## config.mk

```make
export PLATFORM = sky130hd
export DESIGN_NAME = rf_write_scheduler_flat
export DESIGN_NICKNAME = d
export VERILOG_FILES = /design/src/rtl/rf_pkg.sv /design/src/rtl/rf_write_scheduler_if.sv /design/src/rtl/rr_arb2.sv /design/src/rtl/rf_write_scheduler.sv /design/src/flat_wrapper.sv
export SDC_FILE = /design/constraint.sdc
export NUM_CORES = 1
export LEC_CHECK = 0
export CORE_UTILIZATION = 39
export DETAILED_ROUTE_END_ITERATION = 16
export PLACE_DENSITY_LB_ADDON = 0.12
export SLEW_MARGIN = 20
export SYNTH_ARGS = -nofsm -noshare
export SYNTH_HDL_FRONTEND = slang
export SYNTH_SLANG_ARGS = --single-unit
```

## constraint.sdc

```tcl
create_clock -name clk -period 3.9 [get_ports clk]
set_input_delay 0.975 -clock clk [delete_from_list [all_inputs] [get_ports clk]]
set_output_delay 0.975 -clock clk [all_outputs]
set_load 0.01 [all_outputs]
```

## src/rtl/rf_pkg.sv

```systemverilog
// Shared types and sizes for the register-file write scheduler.
package rf_pkg;

   localparam int AW   = 5;
   localparam int DW   = 24;
   localparam int NREG = 32;

   typedef enum logic {
      REQ_ALU = 1'b0,
      REQ_MEM = 1'b1
   } req_e;

   typedef logic [AW-1:0] rf_addr_t;
   typedef logic [DW-1:0] rf_data_t;

endpackage

```

## src/rtl/rf_write_scheduler_if.sv

```systemverilog
// Bundle of writeback requesters, decode claim/hazard signals and the
// register-file write port. master = environment side, slave = scheduler.
interface rf_write_scheduler_if;
   import rf_pkg::*;

   logic     alu_valid;
   rf_addr_t alu_wadd;
   rf_data_t alu_data;
   logic     alu_ready;

   logic     mem_valid;
   rf_addr_t mem_wadd;
   rf_data_t mem_data;
   logic     mem_ready;

   logic     issue_valid;
   rf_addr_t issue_wadd;
   logic     issue_stall;

   rf_addr_t radd1;
   rf_addr_t radd2;
   logic     hazard;

   rf_addr_t rf_wadd;
   rf_data_t rf_datain;
   logic     rf_wr;
   logic     wb_orphan;

   modport master (
      output alu_valid, alu_wadd, alu_data,
      output mem_valid, mem_wadd, mem_data,
      output issue_valid, issue_wadd,
      output radd1, radd2,
      input  alu_ready, mem_ready, issue_stall, hazard,
      input  rf_wadd, rf_datain, rf_wr, wb_orphan
   );

   modport slave (
      input  alu_valid, alu_wadd, alu_data,
      input  mem_valid, mem_wadd, mem_data,
      input  issue_valid, issue_wadd,
      input  radd1, radd2,
      output alu_ready, mem_ready, issue_stall, hazard,
      output rf_wadd, rf_datain, rf_wr, wb_orphan
   );

endinterface

```

## src/rtl/rr_arb2.sv

```systemverilog
// Two-requester round-robin arbiter. req[0]/gnt[0] = ALU, req[1]/gnt[1] = MEM.
// Only contended grants move the pointer; nothing is granted during reset.
module rr_arb2
   import rf_pkg::*;
(
   input  logic       clk,
   input  logic       rst,
   input  logic [1:0] req,
   output logic [1:0] gnt
);

   req_e last;
   req_e last_n;

   // Pointer register: winner of the most recent contended grant.
   always_ff @(posedge clk) begin
      if (rst) last <= REQ_ALU;
      else     last <= last_n;
   end

   // Next pointer: advance only when both requesters competed.
   always_comb begin
      last_n = last;
      if (!rst && req == 2'b11)
         last_n = gnt[1] ? REQ_MEM : REQ_ALU;
   end

   // Grant: lone requester wins, contention goes to whoever did not win last.
   always_comb begin
      gnt = 2'b00;
      if (!rst) begin
         if (req == 2'b11) gnt = (last == REQ_ALU) ? 2'b10 : 2'b01;
         else              gnt = req;
      end
   end

endmodule

```

## src/rtl/rf_write_scheduler.sv

```systemverilog
// Write-port controller for the 32 x 24 register file: arbitrates ALU and
// load writebacks, tracks pending writes per register and reports hazards.
module rf_write_scheduler
   import rf_pkg::*;
(
   input logic                 clk,
   input logic                 rst,
   rf_write_scheduler_if.slave bus
);

   logic [1:0]      req;
   logic [1:0]      gnt;
   logic            acc;
   rf_addr_t        acc_wadd;
   rf_data_t        acc_data;
   logic            issue_ok;
   logic [NREG-1:0] busy_n;

   logic [NREG-1:0] busy_p1;
   logic            wr_p1;
   rf_addr_t        wadd_p1;
   rf_data_t        data_p1;
   logic            orphan_p1;

   assign req = {bus.mem_valid, bus.alu_valid};

   rr_arb2 u_arb (
      .clk (clk),
      .rst (rst),
      .req (req),
      .gnt (gnt)
   );

   assign bus.alu_ready = gnt[0];
   assign bus.mem_ready = gnt[1];

   // Select the granted writeback.
   always_comb begin
      acc      = |gnt;
      acc_wadd = gnt[1] ? bus.mem_wadd : bus.alu_wadd;
      acc_data = gnt[1] ? bus.mem_data : bus.alu_data;
   end

   // A claim is refused while a write to the same register is still pending,
   // so a second in-flight write can never be lost behind one busy bit.
   assign bus.issue_stall = bus.issue_valid && busy_p1[bus.issue_wadd];
   assign issue_ok        = bus.issue_valid && !bus.issue_stall;

   // Scoreboard update: clear on grant, then set on claim so a same-cycle set wins.
   always_comb begin
      busy_n = busy_p1;
      if (acc)      busy_n[acc_wadd]       = 1'b0;
      if (issue_ok) busy_n[bus.issue_wadd] = 1'b1;
   end

   // Scoreboard register.
   always_ff @(posedge clk) begin
      if (rst) busy_p1 <= '0;
      else     busy_p1 <= busy_n;
   end

   // Register-file write stage: address/data hold when nothing is granted.
   always_ff @(posedge clk) begin
      if (rst) begin
         wr_p1   <= 1'b0;
         wadd_p1 <= '0;
         data_p1 <= '0;
      end else begin
         wr_p1 <= acc;
         if (acc) begin
            wadd_p1 <= acc_wadd;
            data_p1 <= acc_data;
         end
      end
   end

   // Sticky flag for a write that arrives with no claim on its register.
   always_ff @(posedge clk) begin
      if (rst)                           orphan_p1 <= 1'b0;
      else if (acc && !busy_p1[acc_wadd]) orphan_p1 <= 1'b1;
   end

   // Hazard also covers the write cycle itself: the register file only
   // commits at the end of the cycle where rf_wr is high.
   always_comb begin
      bus.hazard = busy_p1[bus.radd1] || busy_p1[bus.radd2] ||
                   (wr_p1 && (wadd_p1 == bus.radd1 || wadd_p1 == bus.radd2));
   end

   assign bus.rf_wr     = wr_p1;
   assign bus.rf_wadd   = wadd_p1;
   assign bus.rf_datain = data_p1;
   assign bus.wb_orphan = orphan_p1;

endmodule

```

## src/flat_wrapper.sv

```systemverilog
// flat-port wrapper written by rule: the top's interface ports become plain ports
module rf_write_scheduler_flat import rf_pkg::*;
  (clk, rst, bus_alu_valid, bus_alu_wadd, bus_alu_data, bus_mem_valid, bus_mem_wadd, bus_mem_data, bus_issue_valid, bus_issue_wadd, bus_radd1, bus_radd2, bus_alu_ready, bus_mem_ready, bus_issue_stall, bus_hazard, bus_rf_wadd, bus_rf_datain, bus_rf_wr, bus_wb_orphan);
  rf_write_scheduler_if bus_i ();
  input logic clk;
  input logic rst;
  input wire logic [$bits(bus_i.alu_valid)-1:0] bus_alu_valid;
  input wire logic [$bits(bus_i.alu_wadd)-1:0] bus_alu_wadd;
  input wire logic [$bits(bus_i.alu_data)-1:0] bus_alu_data;
  input wire logic [$bits(bus_i.mem_valid)-1:0] bus_mem_valid;
  input wire logic [$bits(bus_i.mem_wadd)-1:0] bus_mem_wadd;
  input wire logic [$bits(bus_i.mem_data)-1:0] bus_mem_data;
  input wire logic [$bits(bus_i.issue_valid)-1:0] bus_issue_valid;
  input wire logic [$bits(bus_i.issue_wadd)-1:0] bus_issue_wadd;
  input wire logic [$bits(bus_i.radd1)-1:0] bus_radd1;
  input wire logic [$bits(bus_i.radd2)-1:0] bus_radd2;
  output wire logic [$bits(bus_i.alu_ready)-1:0] bus_alu_ready;
  output wire logic [$bits(bus_i.mem_ready)-1:0] bus_mem_ready;
  output wire logic [$bits(bus_i.issue_stall)-1:0] bus_issue_stall;
  output wire logic [$bits(bus_i.hazard)-1:0] bus_hazard;
  output wire logic [$bits(bus_i.rf_wadd)-1:0] bus_rf_wadd;
  output wire logic [$bits(bus_i.rf_datain)-1:0] bus_rf_datain;
  output wire logic [$bits(bus_i.rf_wr)-1:0] bus_rf_wr;
  output wire logic [$bits(bus_i.wb_orphan)-1:0] bus_wb_orphan;
  assign bus_i.alu_valid = bus_alu_valid;
  assign bus_i.alu_wadd = bus_alu_wadd;
  assign bus_i.alu_data = bus_alu_data;
  assign bus_i.mem_valid = bus_mem_valid;
  assign bus_i.mem_wadd = bus_mem_wadd;
  assign bus_i.mem_data = bus_mem_data;
  assign bus_i.issue_valid = bus_issue_valid;
  assign bus_i.issue_wadd = bus_issue_wadd;
  assign bus_i.radd1 = bus_radd1;
  assign bus_i.radd2 = bus_radd2;
  assign bus_alu_ready = bus_i.alu_ready;
  assign bus_mem_ready = bus_i.mem_ready;
  assign bus_issue_stall = bus_i.issue_stall;
  assign bus_hazard = bus_i.hazard;
  assign bus_rf_wadd = bus_i.rf_wadd;
  assign bus_rf_datain = bus_i.rf_datain;
  assign bus_rf_wr = bus_i.rf_wr;
  assign bus_wb_orphan = bus_i.wb_orphan;
  rf_write_scheduler u_core (.clk(clk), .rst(rst), .bus(bus_i));
endmodule
```

# ---- After elaboration in Yosys (flattened, before gate mapping)
# Cells that the tools add are included.
dict set report word_totals {
  word_cells 52
  register_bits 64
}
dict set report classes {
  magnitude_cmp 6
  muxes 20
  bitwise 3
  reduce_logical 14
  n_eq_ne 3
}
# operator count
set ops {}
lappend ops {{$mux W32} 2}
lappend ops {{$and A32 B32 Y32} 1}
lappend ops {{$not A32 Y32} 1}
lappend ops {{$or A32 B32 Y32} 1}
lappend ops {{$lt A5 B6 Y1 const B} 4}
lappend ops {{$mux W24} 1}
lappend ops {{$bmux W1 S5} 4}
lappend ops {{$demux W1 S5} 2}
lappend ops {{$eq A5 B5 Y1} 2}
lappend ops {{$ge A5 B1 Y1 const B} 2}
lappend ops {{$logic_and A1 B1 Y1} 7}
lappend ops {{$mux W1} 7}
lappend ops {{$mux W2} 3}
lappend ops {{$mux W5} 1}
lappend ops {{$logic_not A1 Y1} 3}
lappend ops {{$logic_or A1 B1 Y1} 3}
lappend ops {{$eq A2 B2 Y1 const B} 1}
lappend ops {{$reduce_or A2 Y1} 1}

# ---- Depth between registers and ports, before layout
# Gate-level depths: netlist of run 1.
dict set report logic_depth {
  ltp_word 13
  mapped_depth 10
  mapped_depth_nobuf 7
}

# ---- By module
# Synthesis of run 1 repeated with hierarchy kept, for this count alone.
dict set report unflattened {
  hier_cells 450
  hier_area_um2 4067.7
}
# module cells_per_inst seq_area_each_um2 area_each_um2 n_inst
set by_module_without_submodules {}
lappend by_module_without_submodules {rf_write_scheduler 442 1261.2 3996.3 1}
lappend by_module_without_submodules {rr_arb2 8 20.0 71.3 1}

# ---- Worst setup path after synthesis of run 1
# No wires, ideal clock.
dict set report synth_timing {
  path_type {input to output}
  from {in bus_radd1[0]}
  to {out bus_hazard}
  t_arrival_ps 2708
  cell_stages 5
  path_slack_ps 217
  cell_sequence {clkbuf_1 mux4_2 mux4_2 mux2i_1 nand3_1}
}
dict set report synth_between {
  elab_chain_len 4
}
# item line
set synth_rtl {}
lappend synth_rtl {{start: declaration} flat_wrapper.sv:15} ;# input wire logic [$bits(bus_i.radd1)-1:0] bus_radd1;
lappend synth_rtl {{$bmux W1 S5 or $eq A5 B5 Y1 (tied branches)} {rf_write_scheduler.sv:86, rf_write_scheduler.sv:87}}
lappend synth_rtl {{$mux W1 (not written as such) or $logic_or A1 B1 Y1 (tied branches)} {rf_write_scheduler.sv:86, rf_write_scheduler.sv:87}}
lappend synth_rtl {{$logic_or A1 B1 Y1 or $logic_and A1 B1 Y1 (tied branches)} {rf_write_scheduler.sv:86, rf_write_scheduler.sv:87}}
lappend synth_rtl {{$logic_or A1 B1 Y1 (*)} rf_write_scheduler.sv:86} ;# bus.hazard = busy_p1[bus.radd1] || busy_p1[bus.radd2] ||
lappend synth_rtl {{end: declaration} flat_wrapper.sv:20} ;# output wire logic [$bits(bus_i.hazard)-1:0] bus_hazard;
# Every way passes the cells marked *; elsewhere a longest branch is shown, timed or not. The select of a mux whose other input is x is not followed.

# ---- Final worst setup path of run 1
dict set report layout_timing {
  from {in bus_radd2[1]}
  to {out bus_hazard}
}
dict set report layout_between {
  elab_chain_len 4
}
# item line
set layout_rtl {}
lappend layout_rtl {{start: declaration} flat_wrapper.sv:16} ;# input wire logic [$bits(bus_i.radd2)-1:0] bus_radd2;
lappend layout_rtl {{$bmux W1 S5 or $eq A5 B5 Y1 (tied branches)} {rf_write_scheduler.sv:86, rf_write_scheduler.sv:87}}
lappend layout_rtl {{$mux W1 (not written as such) or $logic_or A1 B1 Y1 (tied branches)} {rf_write_scheduler.sv:86, rf_write_scheduler.sv:87}}
lappend layout_rtl {{$logic_or A1 B1 Y1 or $logic_and A1 B1 Y1 (tied branches)} {rf_write_scheduler.sv:86, rf_write_scheduler.sv:87}}
lappend layout_rtl {{$logic_or A1 B1 Y1 (*)} rf_write_scheduler.sv:86}
# Marked as above.

==> results of run 1 <==
[cells in the final DEF (no fill, tap or decap), types with 10 or more instances in the layout]
| cell | synthesis | routed |
|---|---|---|
| clkdlybuf4s50_1 | 0 | 106 |
| dfxtp_1 | 64 | 64 |
| nand2_1 | 43 | 43 |
| nor2_1 | 37 | 36 |
| a21oi_1 | 31 | 31 |
| a211oi_1 | 31 | 31 |
| mux2i_1 | 29 | 29 |
| buf_4 | 2 | 29 |
| mux4_2 | 27 | 27 |
| o21ai_0 | 27 | 27 |
| nand3_1 | 10 | 10 |
| clkbuf_8 | 0 | 10 |
[logic make-up (layout without fill, tap and decap cells)]
family,Yosys count,after routing
and+or+nand+nor,132,132
DFF,64,64
xor gates and xnor gates,11,11
muxes,67,67
AOI/OAI and AO/OA,124,124
buffers and inverters,35,168
[metal layers]
layer / global-route usage (%) / wire [µm] / up-vias
li1: - / - / 1893
met1: 33.2 / 5690 / 1906
met2: 39.7 / 6230 / 193
met3: 6.67 / 1390 / 51
met4: 13.2 / 500 / 0
met5: 0 / 0 / -
[sequential cells by signal, indices dropped and copies added (netlist names)]
register / cells
u_core.busy_p1: 32
u_core.bus.rf_wr: 1
u_core.u_arb.last: 1
u_core.bus.rf_datain: 24
u_core.bus.rf_wadd: 5
u_core.bus.wb_orphan: 1
[final timing paths]
path | startpoint | end | cells after the start | slack [ns]
setup / recovery | bus_radd2[1] | bus_hazard | 7 | 0.13
hold / removal | u_core.bus.rf_datain[13] | u_core.bus.rf_datain[13] | 2 | 0.50
setup reg to reg | u_core.busy_p1[29] | u_core.busy_p1[29] | 8 | 1.55
hold reg to reg | u_core.bus.rf_datain[13] | u_core.bus.rf_datain[13] | 2 | 0.50
[power by group through the flow]
stage / Clock [mW] / Combinational, mW / Sequential, mW
2_1_floorplan: 0 / 0.189 / 0.730
3_3_place_gp: 0 / 0.392 / 0.725
3_5_place_dp: 0 / 0.397 / 0.726
4_1_cts: 0.723 / 0.412 / 0.711
5_1_grt: 0.757 / 0.442 / 0.715
6_report: 0.709 / 0.411 / 0.712
[worst register-to-register path, stage by stage (launching register included)]
cell and delay [ns]:
dfxtp_1 0.39, mux4_1 0.55, a22oi_2 0.21, buf_4 0.14, buf_4 0.10, nand3_4 0.10, nor4b_4 0.54, nand2_1 0.11
a21oi_1 0.15
[area by class of cell]
class	count	share of cell area [%]
sequential	64	21.8
timing repair buffer	147	25.3
tap	136	2.89
clock buffer	11	2.40
clock inverter	5	1.76
multi-input combinational	334	45.6
inverter	5	0.319
[repair_timing]
| action | 4_1_cts | 5_1_grt |
|---|---|---|
| pin swaps | 3 | 0 |
| setup endpoints to repair | 2 | 2 |
| gates resized for setup | 11 | 2 |
| gates cloned | 3 | 0 |
| setup buffers | 3 | 0 |
==> flow_metrics.env, run 1 <==
export IMPL_peakVddDrop_uv=155
export IMPL_power_switching_mw=0.476
export IMPL_synth_seq_cells=64
export IMPL_synth_compound_area_share_pct=19.2
export IMPL_drive_gt1_share_pct=17.7
export IMPL_synth_nets=511
export IMPL_fin_util_pct=57.3
export IMPL_maxCapViolations=0
export IMPL_synthXorXnorAreaFrac_pct=2.33
export IMPL_register_area_um2=1280
export IMPL_multiInputGateArea_um2=2680
export IMPL_skew_ns=0.00999
export IMPL_synth_edf_count=0
export IMPL_critical_path_required_ns=2.92
export IMPL_dp_cells=680
export IMPL_cpPeakStageDelay_ns=0.47
export IMPL_cp_num_buf_inv=3
export IMPL_firstDrtPassIters=4
export IMPL_finalSetupViolCount=0
export IMPL_grt_max_degree=60
export IMPL_synth_adder_area_share_pct=0
export IMPL_fin_nets=639
export IMPL_floorplan_initialDensity_pct=40.2
export IMPL_fillCellCount=916
export IMPL_clkLatencyLatePin_ns=0.34
export IMPL_cp_start_kind="primary input"
export IMPL_pin_count=113
export IMPL_dp_slack_ns=-0.433
export IMPL_fin_crit_sh_pct=96.7
export IMPL_fin_total_pwr_mw=1.83
export IMPL_powerDensity_nw_per_um2=311
export IMPL_h_tree_depth=3
export IMPL_synth_top_area_share_pct=31.0
export IMPL_cts_clk_slew_worst_paths_ns=0.07
export IMPL_grt_overflow_total=0
export IMPL_rows=37
export IMPL_async_flop_share_pct=0
export IMPL_seq_area_frac_synth_pct=31.0
export IMPL_die_h_um=105
export IMPL_fin_tns_setup_ns=0
export IMPL_endpoint_kind="primary output"
export IMPL_synth_area_mux_share_pct=26.4
export IMPL_internal_power_mw=1.36
export IMPL_synth_most_common_cell="dfxtp_1"
export IMPL_slew_headroom_pct=60.3
export IMPL_wl_per_cell_um=19.7
export IMPL_grt_total_usage_pct=25.8
export IMPL_first_global_vias=3964
export IMPL_p_leak_nw=2.11
export IMPL_cp_data_arrival_time_ns=2.80
export IMPL_stdcell_area_um2=5890
export IMPL_finalHoldViolCount=0
export IMPL_path_cells="clkdlybuf4s50_1 -> buf_4 -> mux4_2 -> mux4_2 -> mux2i_1 -> nand3_1 -> clkbuf_2"
export IMPL_gp_congestion=0.929
export IMPL_cts_made_buffers=9
export IMPL_worst_slew_pin_slew_ns=0.593
export IMPL_area_growth_syn_to_layout_pct=42.6
export IMPL_dpl_hpwl_mm=10.0
export IMPL_syn_inst=433
export IMPL_synth_top_family_by_area="multiplexers"
export IMPL_root_buffer="clkbuf_8"
export IMPL_num_vias=4043
export IMPL_crit_family="multiplexers"
export IMPL_whs_ns=0.500
export IMPL_status="finished clean"
export IMPL_hold_buffers=0
export IMPL_cp_common_cell="mux4_2"
export IMPL_worst_path_max_fanout=9
export IMPL_final_cells=702
export IMPL_crit_type="in2out"
export IMPL_dr_first_iter_drc_count=314
export IMPL_setup_ws_ns=0.127
export IMPL_slew_violations=0
export IMPL_portBuffers=112
export IMPL_period_needed_ns=3.77
export IMPL_seqPwrFrac_pct=38.9
export IMPL_antenna_found_initial=0
export IMPL_post_synth_and_or_nand_nor_area_fraction_pct=16.8
export IMPL_diodes=0
export IMPL_dpl_cell_area_um2=5520
export IMPL_pwr_share_comb_pct=22.4
export IMPL_dieArea_um2=11000
export IMPL_wirelength_mm=13.8
export IMPL_clkPwrFrac_pct=38.7
export IMPL_swShare_pct=26.0
export IMPL_fmax_mhz=265
export IMPL_synth_flop_cell="dfxtp_1"
export IMPL_antenna_left=0
export IMPL_coreArea_um2=10300
export IMPL_syn_area_per_cell_um2=9.53
export IMPL_rsz0062_at_grt="false"
export IMPL_viasPerCell=5.76
export IMPL_synth_area_um2=4130
export IMPL_cts_sinks=64
export IMPL_ctsLongestPathBuffers=2
export IMPL_fp_dieW_um=105
export IMPL_synthTopCellsByCount="64 x dfxtp_1, 43 x nand2_1, 37 x nor2_1, 31 x a211oi_1, 31 x a21oi_1"
export IMPL_hp_class="reg2reg"
export IMPL_synthTopCellsByArea="dfxtp_1 31%, mux4_2 15%, mux2i_1 7.0%, a211oi_1 5.6%, nand2_1 3.9%"
export IMPL_crit_slowest_cell="clkdlybuf4s50_1"
export IMPL_yosysTopAreaCell="dfxtp_1"
export IMPL_synth_distinct_cells=60
export IMPL_drcViolationCount=0
export IMPL_grt_pass1_wl_mm=21.5
export IMPL_tritoncts="built"
export IMPL_synth_warnings=0
Note: power is estimated with default switching activity, not from simulation.
==> run 2, diff against run 1 <==
SLEW_MARGIN = unset   (was 20)
==> results of run 2 <==
The final DEF is identical to that of run 1; final timing and power are the same.
==> run 3, diff against run 2 <==
CELL_PAD_IN_SITES_DETAIL_PLACEMENT = 2   (was unset)
CELL_PAD_IN_SITES_GLOBAL_PLACEMENT = 2   (was unset)
CORE_UTILIZATION = 32   (was 39)
clock period = 4.5 ns   (was 3.9 ns; I/O delays follow)
==> run 3 against run 2 <==
Against the previous run: combinational power decreased by 13%; critical path depth unchanged; sequential share of layout area fell by 0.13 points; count of clock-buffer cells in the layout is 1 lower.
==> flow_metrics.env, run 3 (synthesis gave the netlist of run 1 again) <==
export IMPL_status="finished clean"
export IMPL_diodes=0
export IMPL_fmax_mhz=236
export IMPL_cts_made_buffers=9
export IMPL_firstDrtPassIters=4
export IMPL_ctsLongestPathBuffers=2
export IMPL_worst_slew_pin_slew_ns=0.679
export IMPL_cp_start_kind="primary input"
export IMPL_peakVddDrop_uv=140
export IMPL_wirelength_mm=17.4
export IMPL_skew_ns=0.00440
export IMPL_slew_violations=0
export IMPL_powerDensity_nw_per_um2=307
export IMPL_dpl_cell_area_um2=5510
export IMPL_final_common_cell="clkdlybuf4s50_1"
export IMPL_largest_register="u_core.busy_p1"
export IMPL_stdcell_area_um2=5920
export IMPL_fin_crit_sh_pct=94.3
export IMPL_gp_congestion=0.861
export IMPL_antenna_left=0
export IMPL_grt_overflow_total=0
export IMPL_portBuffers=112
export IMPL_pin_count=113
export IMPL_wl_per_cell_um=24.0
export IMPL_cts_clk_slew_worst_paths_ns=0.06
export IMPL_final_cell_mix="107 x clkdlybuf4s50_1, 64 x dfxtp_1, 43 x nand2_1, 36 x nor2_1"
export IMPL_grt_pass1_wl_mm=25.7
export IMPL_die_h_um=116
export IMPL_clkLatencyLatePin_ns=0.34
export IMPL_fin_util_pct=46.9
export IMPL_endpoint_kind="primary output"
export IMPL_num_vias=4176
export IMPL_whs_ns=0.503
export IMPL_grtUsageMet1_pct=32.3
export IMPL_crit_type="in2out"
export IMPL_cp_data_arrival_time_ns=3.12
export IMPL_rsz0062_at_grt="false"
export IMPL_tritoncts="built"
export IMPL_root_buffer="clkbuf_16"
export IMPL_fin_nets=627
export IMPL_grt_busiest_layer="met2"
export IMPL_p_leak_nw=2.08
export IMPL_critical_path_required_ns=3.38
export IMPL_dp_cells=707
export IMPL_viasPerCell=5.75
export IMPL_floorplan_initialDensity_pct=32.7
export IMPL_hp_class="reg2reg"
export IMPL_worst_path_max_fanout=9
export IMPL_cts_sinks=64
export IMPL_antenna_found_initial=0
export IMPL_grt_util_met2_pct=45.5
export IMPL_coreArea_um2=12600
export IMPL_period_needed_ns=4.24
export IMPL_final_cells=726
export IMPL_dpl_hpwl_mm=12.1
export IMPL_finalHoldViolCount=0
export IMPL_largest_reg_flops=32
export IMPL_grt_max_degree=48
export IMPL_dieArea_um2=13400
export IMPL_finalSetupViolCount=0
export IMPL_dr_first_iter_drc_count=271
export IMPL_grt_total_usage_pct=26.3
export IMPL_area_growth_syn_to_layout_pct=43.5
export IMPL_fp_dieW_um=116
export IMPL_first_global_vias=4429
export IMPL_drive_gt1_share_pct=16.4
export IMPL_use_met3_pct=6.80
export IMPL_drcViolationCount=0
export IMPL_rows=41
export IMPL_h_tree_depth=3
export IMPL_slew_headroom_pct=54.5
export IMPL_maxCapViolations=0
==> run 3: changes by cell type in the layout (fill, tap and decap cells not counted), sizes merged <==
cell,change
buf,-11
bufbuf,-3
clkdlybuf4s15,-3
dlymetal6s2s,+3
clkdlybuf4s50,+1
clkinv,-1
clkinvlp,+1
inv,+1
==> run 3: worst max-delay path, stage by stage <==
cell and delay, ns:
clkdlybuf4s50_1 0.46, buf_4 0.18, mux4_2 0.31, mux4_2 0.48, mux2i_1 0.18, nand3_1 0.08, dlygate4sd2_1 0.29
==> run 3: what timing repair did <==
| item | CTS | global route |
|---|---|---|
| gates resized for setup | 3 | 7 |
| hold buffers | 0 | 0 |
| cloned | 0 | 2 |
| endpoints found under the setup margin | 2 | 2 |
| setup buffers | 0 | 1 |
| pin swaps | 1 | 1 |
==> run 3: layout make-up <==
cell class / count / area [µm²]
Fill cell: 1365 / 6700
Tap cell: 172 / 215
Clock inverter: 6 / 115
Clock buffer: 10 / 239
Sequential cell: 64 / 1280
Inverter: 5 / 18.8
Timing Repair Buffer: 135 / 1380
Multi-Input combinational cell: 334 / 2670
==> run 3: stage by stage <==
stage               TNS [ns]  setup WS, ns  power [mW]
finish                     0         0.257        1.82
global route               0         0.154        1.89
CTS                        0        0.0159        1.83
detailed placement    -0.166        -0.165       0.984
global placement      -0.121        -0.121       0.970
floorplan                  0         0.517       0.796
==> run 3: final timing paths <==
path | to | from | slack (ns) | cells after the start
max reg2reg | u_core.busy_p1[24] | u_core.u_arb.last | 1.93 | 8
min | u_core.bus.rf_datain[19] | u_core.bus.rf_datain[19] | 0.50 | 2
min reg2reg | u_core.bus.rf_datain[19] | u_core.bus.rf_datain[19] | 0.50 | 2
max | bus_hazard | bus_radd2[1] | 0.26 | 7
==> run 3: layer usage <==
metal	vias to the layer above	part of all wire, %
met5	-	0
met4	0	2.5
met3	39	7.9
met2	172	51
met1	2086	39
li1	1879	-
==> run 3: power breakdown <==
part           leakage (nW)  total [mW]  switching (mW)  internal [mW]
logic                  1.39       0.359           0.171          0.189
registers             0.524       0.620          0.0259          0.594
clock network         0.169       0.840           0.281          0.559
total                  2.08        1.82           0.477           1.34
